==> src/rtl/nms_corner_collector_pkg.sv <==
// Shared definitions for the NMS corner collector: score-record layout, stream widths,
// FSM states and the neighbour-score helper used by the suppression compare.
package nms_corner_collector_pkg;

    localparam int COORD_W = 10;
    localparam int SCORE_W = 13;
    localparam int REC_W   = 34;
    localparam int DATA_W  = 2 * COORD_W + SCORE_W;
    localparam int CNT_W   = 10;

    localparam int X_MSB         = 33;
    localparam int X_LSB         = 24;
    localparam int Y_MSB         = 23;
    localparam int Y_LSB         = 14;
    localparam int IS_CORNER_BIT = 13;
    localparam int SCORE_MSB     = 12;

    typedef enum logic [1:0] {
        ST_IDLE   = 2'd0,
        ST_ACTIVE = 2'd1,
        ST_EOF    = 2'd2
    } state_t;

    // A neighbour that is not itself a corner competes with score 0.
    function automatic logic [SCORE_W-1:0] eff_score(input logic [REC_W-1:0] rec);
        return rec[IS_CORNER_BIT] ? rec[SCORE_MSB:0] : '0;
    endfunction

endpackage

==> src/rtl/nms_corner_collector_if.sv <==
// Corner output stream: valid/ready handshake carrying {x,y,score} words and the EOF marker.
interface nms_corner_collector_if;

    logic                                      m_valid;
    logic                                      m_ready;
    logic [nms_corner_collector_pkg::DATA_W-1:0] m_data;
    logic                                      m_last;

    modport master (output m_valid, m_data, m_last, input m_ready);
    modport slave  (input m_valid, m_data, m_last, output m_ready);

endinterface

==> src/rtl/nms_corner_collector_fifo.sv <==
// Single-clock FIFO holding corner words plus their last flag; read data is the head entry.
module corner_sync_fifo #(
    parameter int DEPTH = 64,
    parameter int W     = 34
) (
    input  logic                     clk,
    input  logic                     rst,
    input  logic                     wr_en,
    input  logic [W-1:0]             wr_data,
    input  logic                     rd_en,
    output logic [W-1:0]             rd_data,
    output logic [$clog2(DEPTH):0]   count,
    output logic                     full,
    output logic                     empty
);

    localparam int AW = $clog2(DEPTH);
    localparam int CW = AW + 1;

    logic [W-1:0]  mem [DEPTH];
    logic [AW-1:0] wr_ptr;
    logic [AW-1:0] rd_ptr;
    logic          do_wr;
    logic          do_rd;

    assign do_wr   = wr_en & ~full;
    assign do_rd   = rd_en & ~empty;
    assign full    = (count == CW'(DEPTH));
    assign empty   = (count == '0);
    assign rd_data = mem[rd_ptr];

    always_ff @(posedge clk) begin
        if (do_wr) begin
            mem[wr_ptr] <= wr_data;
        end
    end

    always_ff @(posedge clk or posedge rst) begin
        if (rst) begin
            wr_ptr <= '0;
            rd_ptr <= '0;
            count  <= '0;
        end else begin
            if (do_wr) begin
                wr_ptr <= wr_ptr + 1'b1;
            end
            if (do_rd) begin
                rd_ptr <= rd_ptr + 1'b1;
            end
            case ({do_wr, do_rd})
                2'b10:   count <= count + 1'b1;
                2'b01:   count <= count - 1'b1;
                default: count <= count;
            endcase
        end
    end

endmodule

==> src/rtl/nms_corner_collector.sv <==
// NMS corner collector: suppresses non-maximal window centres, queues survivors and
// closes each frame with a count token on the output stream.
module nms_corner_collector
    import nms_corner_collector_pkg::*;
#(
    parameter int FIFO_DEPTH  = 64,
    parameter int MAX_CORNERS = 1000
) (
    input  logic                  clk,
    input  logic                  rst,
    input  logic                  ce,
    input  logic                  win_vld,
    input  logic [REC_W-1:0]      w00,
    input  logic [REC_W-1:0]      w01,
    input  logic [REC_W-1:0]      w02,
    input  logic [REC_W-1:0]      w10,
    input  logic [REC_W-1:0]      w11,
    input  logic [REC_W-1:0]      w12,
    input  logic [REC_W-1:0]      w20,
    input  logic [REC_W-1:0]      w21,
    input  logic [REC_W-1:0]      w22,
    input  logic                  frame_start,
    input  logic                  frame_end,
    nms_corner_collector_if.master stream,
    output logic                  overflow,
    output logic [15:0]           drop_cnt
);

    localparam int FCW = $clog2(FIFO_DEPTH) + 1;

    logic [SCORE_W-1:0] c_score;
    logic               s1_vld, s1_fe, s1_is_corner;
    logic [7:0]         s1_cmp;
    logic [COORD_W-1:0] s1_x, s1_y, s2_x, s2_y;
    logic [SCORE_W-1:0] s1_score, s2_score;
    logic               s2_survive, s2_fe;

    state_t             state, next_state;
    logic               start_clear, push_corner, drop_corner, push_eof, room;
    logic [CNT_W-1:0]   frame_count;

    logic               fifo_wr_en, fifo_rd_en, fifo_full, fifo_empty;
    logic [REC_W-1:0]   fifo_wr_data, fifo_rd_data;
    logic [FCW-1:0]     fifo_count;

    logic               unused_bits;

    assign c_score = w11[SCORE_MSB:0];
    assign unused_bits = ^{w00[X_MSB:Y_LSB], w01[X_MSB:Y_LSB], w02[X_MSB:Y_LSB],
                           w10[X_MSB:Y_LSB], w12[X_MSB:Y_LSB], w20[X_MSB:Y_LSB],
                           w21[X_MSB:Y_LSB], w22[X_MSB:Y_LSB]};

    // Earlier raster neighbours need a strict win, later ones only a tie, so plateaus keep one peak.
    always_ff @(posedge clk or posedge rst) begin
        if (rst) begin
            s1_vld       <= 1'b0;
            s1_fe        <= 1'b0;
            s1_is_corner <= 1'b0;
            s1_cmp       <= '0;
            s1_x         <= '0;
            s1_y         <= '0;
            s1_score     <= '0;
        end else if (ce) begin
            s1_vld       <= win_vld;
            s1_fe        <= frame_end;
            s1_is_corner <= w11[IS_CORNER_BIT];
            s1_cmp       <= {c_score >  eff_score(w00), c_score >  eff_score(w01),
                             c_score >  eff_score(w02), c_score >  eff_score(w10),
                             c_score >= eff_score(w12), c_score >= eff_score(w20),
                             c_score >= eff_score(w21), c_score >= eff_score(w22)};
            s1_x         <= w11[X_MSB:X_LSB];
            s1_y         <= w11[Y_MSB:Y_LSB];
            s1_score     <= c_score;
        end
    end

    always_ff @(posedge clk or posedge rst) begin
        if (rst) begin
            s2_survive <= 1'b0;
            s2_fe      <= 1'b0;
            s2_x       <= '0;
            s2_y       <= '0;
            s2_score   <= '0;
        end else if (ce) begin
            s2_survive <= s1_vld & s1_is_corner & (&s1_cmp);
            s2_fe      <= s1_fe;
            s2_x       <= s1_x;
            s2_y       <= s1_y;
            s2_score   <= s1_score;
        end
    end

    // One FIFO slot is always held back for the EOF token.
    assign room = (int'(fifo_count) < FIFO_DEPTH - 1) && (int'(frame_count) < MAX_CORNERS);

    always_ff @(posedge clk or posedge rst) begin
        if (rst) begin
            state <= ST_IDLE;
        end else begin
            state <= next_state;
        end
    end

    always_comb begin
        next_state = state;
        case (state)
            ST_IDLE:   if (ce && frame_start) next_state = ST_ACTIVE;
            ST_ACTIVE: if (ce && s2_fe)       next_state = ST_EOF;
            ST_EOF:    if (ce && !fifo_full)  next_state = ST_IDLE;
            default:   next_state = ST_IDLE;
        endcase
    end

    always_comb begin
        start_clear = 1'b0;
        push_corner = 1'b0;
        drop_corner = 1'b0;
        push_eof    = 1'b0;
        case (state)
            ST_IDLE:   start_clear = ce & frame_start;
            ST_ACTIVE: begin
                push_corner = ce & s2_survive & room;
                drop_corner = ce & s2_survive & ~room;
            end
            ST_EOF:    push_eof = ce & ~fifo_full;
            default:   ;
        endcase
    end

    always_ff @(posedge clk or posedge rst) begin
        if (rst) begin
            frame_count <= '0;
            drop_cnt    <= '0;
            overflow    <= 1'b0;
        end else if (start_clear) begin
            frame_count <= '0;
            drop_cnt    <= '0;
            overflow    <= 1'b0;
        end else begin
            if (push_corner) begin
                frame_count <= frame_count + 1'b1;
            end
            if (drop_corner) begin
                overflow <= 1'b1;
                if (drop_cnt != 16'hFFFF) begin
                    drop_cnt <= drop_cnt + 1'b1;
                end
            end
        end
    end

    assign fifo_wr_en   = push_corner | push_eof;
    assign fifo_wr_data = push_eof ? {1'b1, {(2*COORD_W){1'b0}}, SCORE_W'(frame_count)}
                                   : {1'b0, s2_x, s2_y, s2_score};
    assign fifo_rd_en   = ~fifo_empty & stream.m_ready;

    corner_sync_fifo #(
        .DEPTH (FIFO_DEPTH),
        .W     (REC_W)
    ) u_fifo (
        .clk     (clk),
        .rst     (rst),
        .wr_en   (fifo_wr_en),
        .wr_data (fifo_wr_data),
        .rd_en   (fifo_rd_en),
        .rd_data (fifo_rd_data),
        .count   (fifo_count),
        .full    (fifo_full),
        .empty   (fifo_empty)
    );

    assign stream.m_valid = ~fifo_empty;
    assign stream.m_data  = fifo_empty ? '0 : fifo_rd_data[DATA_W-1:0];
    assign stream.m_last  = ~fifo_empty & fifo_rd_data[DATA_W];

endmodule

==> src/flat_wrapper.sv <==
// flat-port wrapper written by rule: the top's interface ports become plain ports
module nms_corner_collector_flat import nms_corner_collector_pkg::*;
#(
    parameter int FIFO_DEPTH  = 64,
    parameter int MAX_CORNERS = 1000
)
  (clk, rst, ce, win_vld, w00, w01, w02, w10, w11, w12, w20, w21, w22, frame_start, frame_end, overflow, drop_cnt, stream_m_valid, stream_m_data, stream_m_last, stream_m_ready);
  nms_corner_collector_if stream_i ();
  input  logic clk;
  input  logic rst;
  input  logic ce;
  input  logic win_vld;
  input  logic [REC_W-1:0] w00;
  input  logic [REC_W-1:0] w01;
  input  logic [REC_W-1:0] w02;
  input  logic [REC_W-1:0] w10;
  input  logic [REC_W-1:0] w11;
  input  logic [REC_W-1:0] w12;
  input  logic [REC_W-1:0] w20;
  input  logic [REC_W-1:0] w21;
  input  logic [REC_W-1:0] w22;
  input  logic frame_start;
  input  logic frame_end;
  output logic overflow;
  output logic [15:0] drop_cnt;
  output wire logic [$bits(stream_i.m_valid)-1:0] stream_m_valid;
  output wire logic [$bits(stream_i.m_data)-1:0] stream_m_data;
  output wire logic [$bits(stream_i.m_last)-1:0] stream_m_last;
  input wire logic [$bits(stream_i.m_ready)-1:0] stream_m_ready;
  assign stream_m_valid = stream_i.m_valid;
  assign stream_m_data = stream_i.m_data;
  assign stream_m_last = stream_i.m_last;
  assign stream_i.m_ready = stream_m_ready;
  nms_corner_collector #(.FIFO_DEPTH(FIFO_DEPTH), .MAX_CORNERS(MAX_CORNERS)) u_core (.clk(clk), .rst(rst), .ce(ce), .win_vld(win_vld), .w00(w00), .w01(w01), .w02(w02), .w10(w10), .w11(w11), .w12(w12), .w20(w20), .w21(w21), .w22(w22), .frame_start(frame_start), .frame_end(frame_end), .stream(stream_i), .overflow(overflow), .drop_cnt(drop_cnt));
endmodule
==> config.mk <==
export PLATFORM = sky130hd
export DESIGN_NAME = nms_corner_collector_flat
export DESIGN_NICKNAME = d
export VERILOG_FILES = /design/src/rtl/nms_corner_collector_pkg.sv /design/src/rtl/nms_corner_collector_if.sv /design/src/rtl/nms_corner_collector_fifo.sv /design/src/rtl/nms_corner_collector.sv /design/src/flat_wrapper.sv
export SDC_FILE = /design/constraint.sdc
export NUM_CORES = 2
export LEC_CHECK = 0
export ABC_CLOCK_PERIOD_IN_PS = 12300
export BUFFER_PORTS_ARGS = -buffer_cell sky130_fd_sc_hd__buf_2
export CAP_MARGIN = 20
export CORE_MARGIN = 4
export CORE_UTILIZATION = 40
export CTS_BUF_LIST = sky130_fd_sc_hd__clkbuf_8
export CTS_CLUSTER_SIZE = 14
export DETAILED_ROUTE_END_ITERATION = 10
export PLACE_DENSITY = 0.55
export SYNTH_ARGS = -nofsm -noshare
export SYNTH_HDL_FRONTEND = slang
export SYNTH_SLANG_ARGS = --single-unit
==> constraint.sdc <==
create_clock -name clk -period 12.3 [get_ports clk]
set_input_delay 0 -clock clk [delete_from_list [all_inputs] [get_ports clk]]
set_output_delay 0 -clock clk [all_outputs]
set_load 0.005 [all_outputs]
==> results.md <==
* GRT overflow at 0
* Clock share of power at 0.276
* Layout Area Growth over Synthesis at 15.0%
* Clk_lat worst skew at 1100 ps
* Starting density of the core at 0.402
* CTS clock-pin slew for the worst setup and hold paths at 60 ps
* Kind of critical path: flip-flop to primary output
* Post-synth top area share at 0.714
* ANT nets after route at 0
* M1 WL at 110000 um
* Port-buffer cells at 204
* Sw Ratio at 0.334
* Crit. Startpoint: u_core.u_fifo.rd_ptr[0]$_DFFE_PP0P_
* Post-place instance area at 96900 um^2
* Detailed placement HPWL at 144000 um
* WL/cell at 31.1 um
* Multi-input gate area at 22200 um^2
* Fmax at 169 MHz
* Hold Buf Count CTS at 160
* Die Area at 236000 um^2
* Iter 0 DRT Violations at 5040
* FP Rows at 175
* Post-Syn Instances at 4480
* Hold Path Class: input pin to flip-flop
* Filler cell count at 19300
* R2r setup slk at 7760 ps
* Drt via density at 5.72
* Flop pwr share at 0.421
* Met3 Wirelength at 21200 um
* DIE WIDTH at 486 um
* Cell-internal power at 14600 uW
* Initial antenna violation count at 22
* Share of cells above drive strength 1 at 0.274
* Routed wire length at 263000 um
* R2R Path Start: u_core.u_fifo.count[3]$_DFFE_PP0P_
* Clock tree root buffer cell: clkbuf_8
* Post-synth cell types at 72
* Asr flop ratio synth at 0.0551
* DR pass1 iterations at 5
* Outcome: complete, no violations
* Slew Limit Fails at 0
* Worst Path Max Fanout at 91
* Mapped cell area at 91500 um^2
* Hold Path Origin: ce
* #FFs+latches synth at 2303
* Setup crit start kind: flip-flop
* CTS H-tree lvls at 5
* Routability cong. at 0.793
* Post-CTS sizing at 0
* First-pass GRT wire length at 370000 um
* Tot Pwr at 21900 uW
* Setup Skew at 81.8 ps
* Seq/Total Area, Yosys at 0.749
* Worst rel slew slack at 0.277
* Crit path required time at 12300 ps
* CTS Buffer Depth at 4
* CTS tree: done
* P_leak at 0.0352 uW
* Final Setup Violations at 0
* Total clock sinks at 2303
* PwrDens at 208 nW/um^2
* Logic gate share of total power at 0.302
* Syn_nets at 4904
* Final Hold Fails at 0
* Worst IR Drop VDD at 0.000189 V
* Period utilization at 0.481
* DRC viols at 0
* Tot GR Track Use at 0.220
* # Max-Cap Violations at 0
* Post-CTS setup buffers at 0
* Cell area after layout at 105000 um^2
* Top Ports at 365
* EDFF count, synth at 2176
* Primary FF master, synth: edfxtp_1
* Routed wl met2 at 126000 um
* Largest area contributor in the netlist: edfxtp_1
* Die Ht at 486 um
* Post-Syn Area per Cell at 20.4 um^2
* Largest net degree at the start of global routing at 138
* DR vias at 48500
* CP arrival at 5920 ps
* Synth area leaders: edfxtp_1, mux4_2, dfrtp_1
* Core area at 227000 um^2
* Least-Margin Pin Slew at 1080 ps
* Synth warnings at 0
* RSZ-0062 raised after global routing: no
* Nets at 5586
* Vias in the first global route at 49000
* Setup_tns at 0 ps
* FF/Latch Area at 68500 um^2
* P_sw at 7330 uW
* Total CTS buffers at 394
* Critical path endpoint category: primary output
* Crit path time final at 5920 ps
* Max Used Layer: met5
==> final timing paths <==
| kind | end | cells after the start |
|---|---|---|
| setup / recovery | stream_m_data[2] | 8 |
| hold / removal | u_core.s2_fe$_DFFE_PP0P_ | 3 |
| setup reg to reg | u_core.u_fifo.mem[51][8]$_DFFE_PP_ | 8 |
| hold reg to reg | u_core.s2_score[0]$_DFFE_PP0P_ | 1 |
| max in group asynchronous | u_core.s1_score[9]$_DFFE_PP0P_ | 5 |
| min in group asynchronous | u_core.s1_y[7]$_DFFE_PP0P_ | 4 |
==> cell type report <==
cell class              count  share of cell area
flip-flops and latches   2303               0.651
diodes                     13            0.000309
multi-input cells        1922               0.211
clock inverters           274              0.0107
clock buffers             405              0.0530
well taps                3009              0.0358
repair buffers            527              0.0372
inverters                  14            0.000547
==> Yosys cell counts, types with 6 or more instances <==
library cell,instances
mux2_2,85
a2111oi_0,24
nand4_1,21
nand3_1,26
o21ai_0,25
nand2b_1,16
a211oi_1,32
xnor2_1,22
mux2i_1,264
nor2_1,131
nand2_1,159
o2111ai_1,7
o21a_1,7
dfrtp_1,127
o22ai_1,61
inv_1,14
a21oi_1,123
buf_2,77
a21o_1,25
o21ai_1,14
buf_6,30
a211o_1,6
buf_4,25
xor2_1,17
mux4_2,462
ha_1,111
edfxtp_1,2176
buf_1,23
nor3_1,7
and2_1,15
buf_12,6
o221ai_1,72
a22oi_1,46
or3_1,9
clkbuf_1,77
a22o_1,29
nor2b_1,42
==> power by group through the flow <==
stage               Combinational [uW]  Clock, uW  Sequential, uW
floorplan                         4210          0            9230
CTS                               6690       6200            9240
finish                            6630       6060            9240
global route                      6990       6570            9260
global placement                  6580          0            9400
detailed placement                6620          0            9400
==> state kept, by name, indices dropped and copies added (netlist names), 2 cells and up <==
signal / flops
u_core.frame_count: 10
u_core.s1_y: 10
u_core.u_fifo.rd_ptr: 6
u_core.s2_y: 10
u_core.state: 2
u_core.drop_cnt: 16
u_core.s1_cmp: 8
u_core.s1_score: 13
u_core.s1_x: 10
u_core.u_fifo.wr_ptr: 6
u_core.u_fifo.mem: 2176
u_core.s2_x: 10
u_core.s2_score: 13
u_core.u_fifo.count: 7
==> metal layers <==
metal	vias up	track usage
met5	-	0
met4	4	0.0605
met3	416	0.0494
met2	1956	0.352
met1	26000	0.305
li1	20100	-
==> logic make-up (layout without fill, tap and decap cells) <==
group / after synthesis / count (layout) / share of synthesized area
adders and majority gates: 111 / 111 / 0.0152
and+or+nand+nor: 459 / 459 / 0.0237
xor gates and xnor gates: 39 / 39 / 0.00373
muxes: 811 / 811 / 0.153
buffers and inverters: 255 / 1220 / 0.0164
DFF: 2303 / 2303 / 0.749
AOI/OAI and AO/OA: 502 / 502 / 0.0389
other: 0 / 13 / 0
==> per-stage QoR <==
stage,cells,hold WS [ps],setup WS [ps],util
2_1_floorplan,4480,152,8220,-
3_3_place_gp,7613,113,7270,0.426
3_5_place_dp,7613,114,7240,0.426
4_1_cts,8452,2.92,6100,0.462
5_1_grt,8457,79.0,5930,0.462
6_report,8467,104,6380,0.462
==> cell usage in the layout (no fill, tap or decap), types with 61 or more instances in the layout <==
master | Yosys | routed
o221ai_1 | 72 | 72
dfrtp_1 | 127 | 122
nor2_1 | 131 | 66
buf_4 | 25 | 157
a21oi_1 | 123 | 123
clkbuf_8 | 0 | 405
mux2i_1 | 264 | 264
inv_1 | 14 | 151
nand2_1 | 159 | 156
dlygate4sd3_1 | 0 | 160
buf_2 | 77 | 203
mux4_2 | 462 | 462
nor2_4 | 0 | 66
ha_1 | 111 | 111
mux2_2 | 85 | 85
edfxtp_1 | 2176 | 2176
clkinv_1 | 0 | 90
o22ai_1 | 61 | 61
==> worst max-delay path: stages (launching register included) <==
cell,delay (ps)
dfrtp_4,850
buf_4,780
buf_12,590
buf_4,830
mux4_2,380
o22ai_1,110
a2111oi_0,440
a22o_1,440
buf_2,190
No activity file was read; power rests on OpenSTA's default activity.
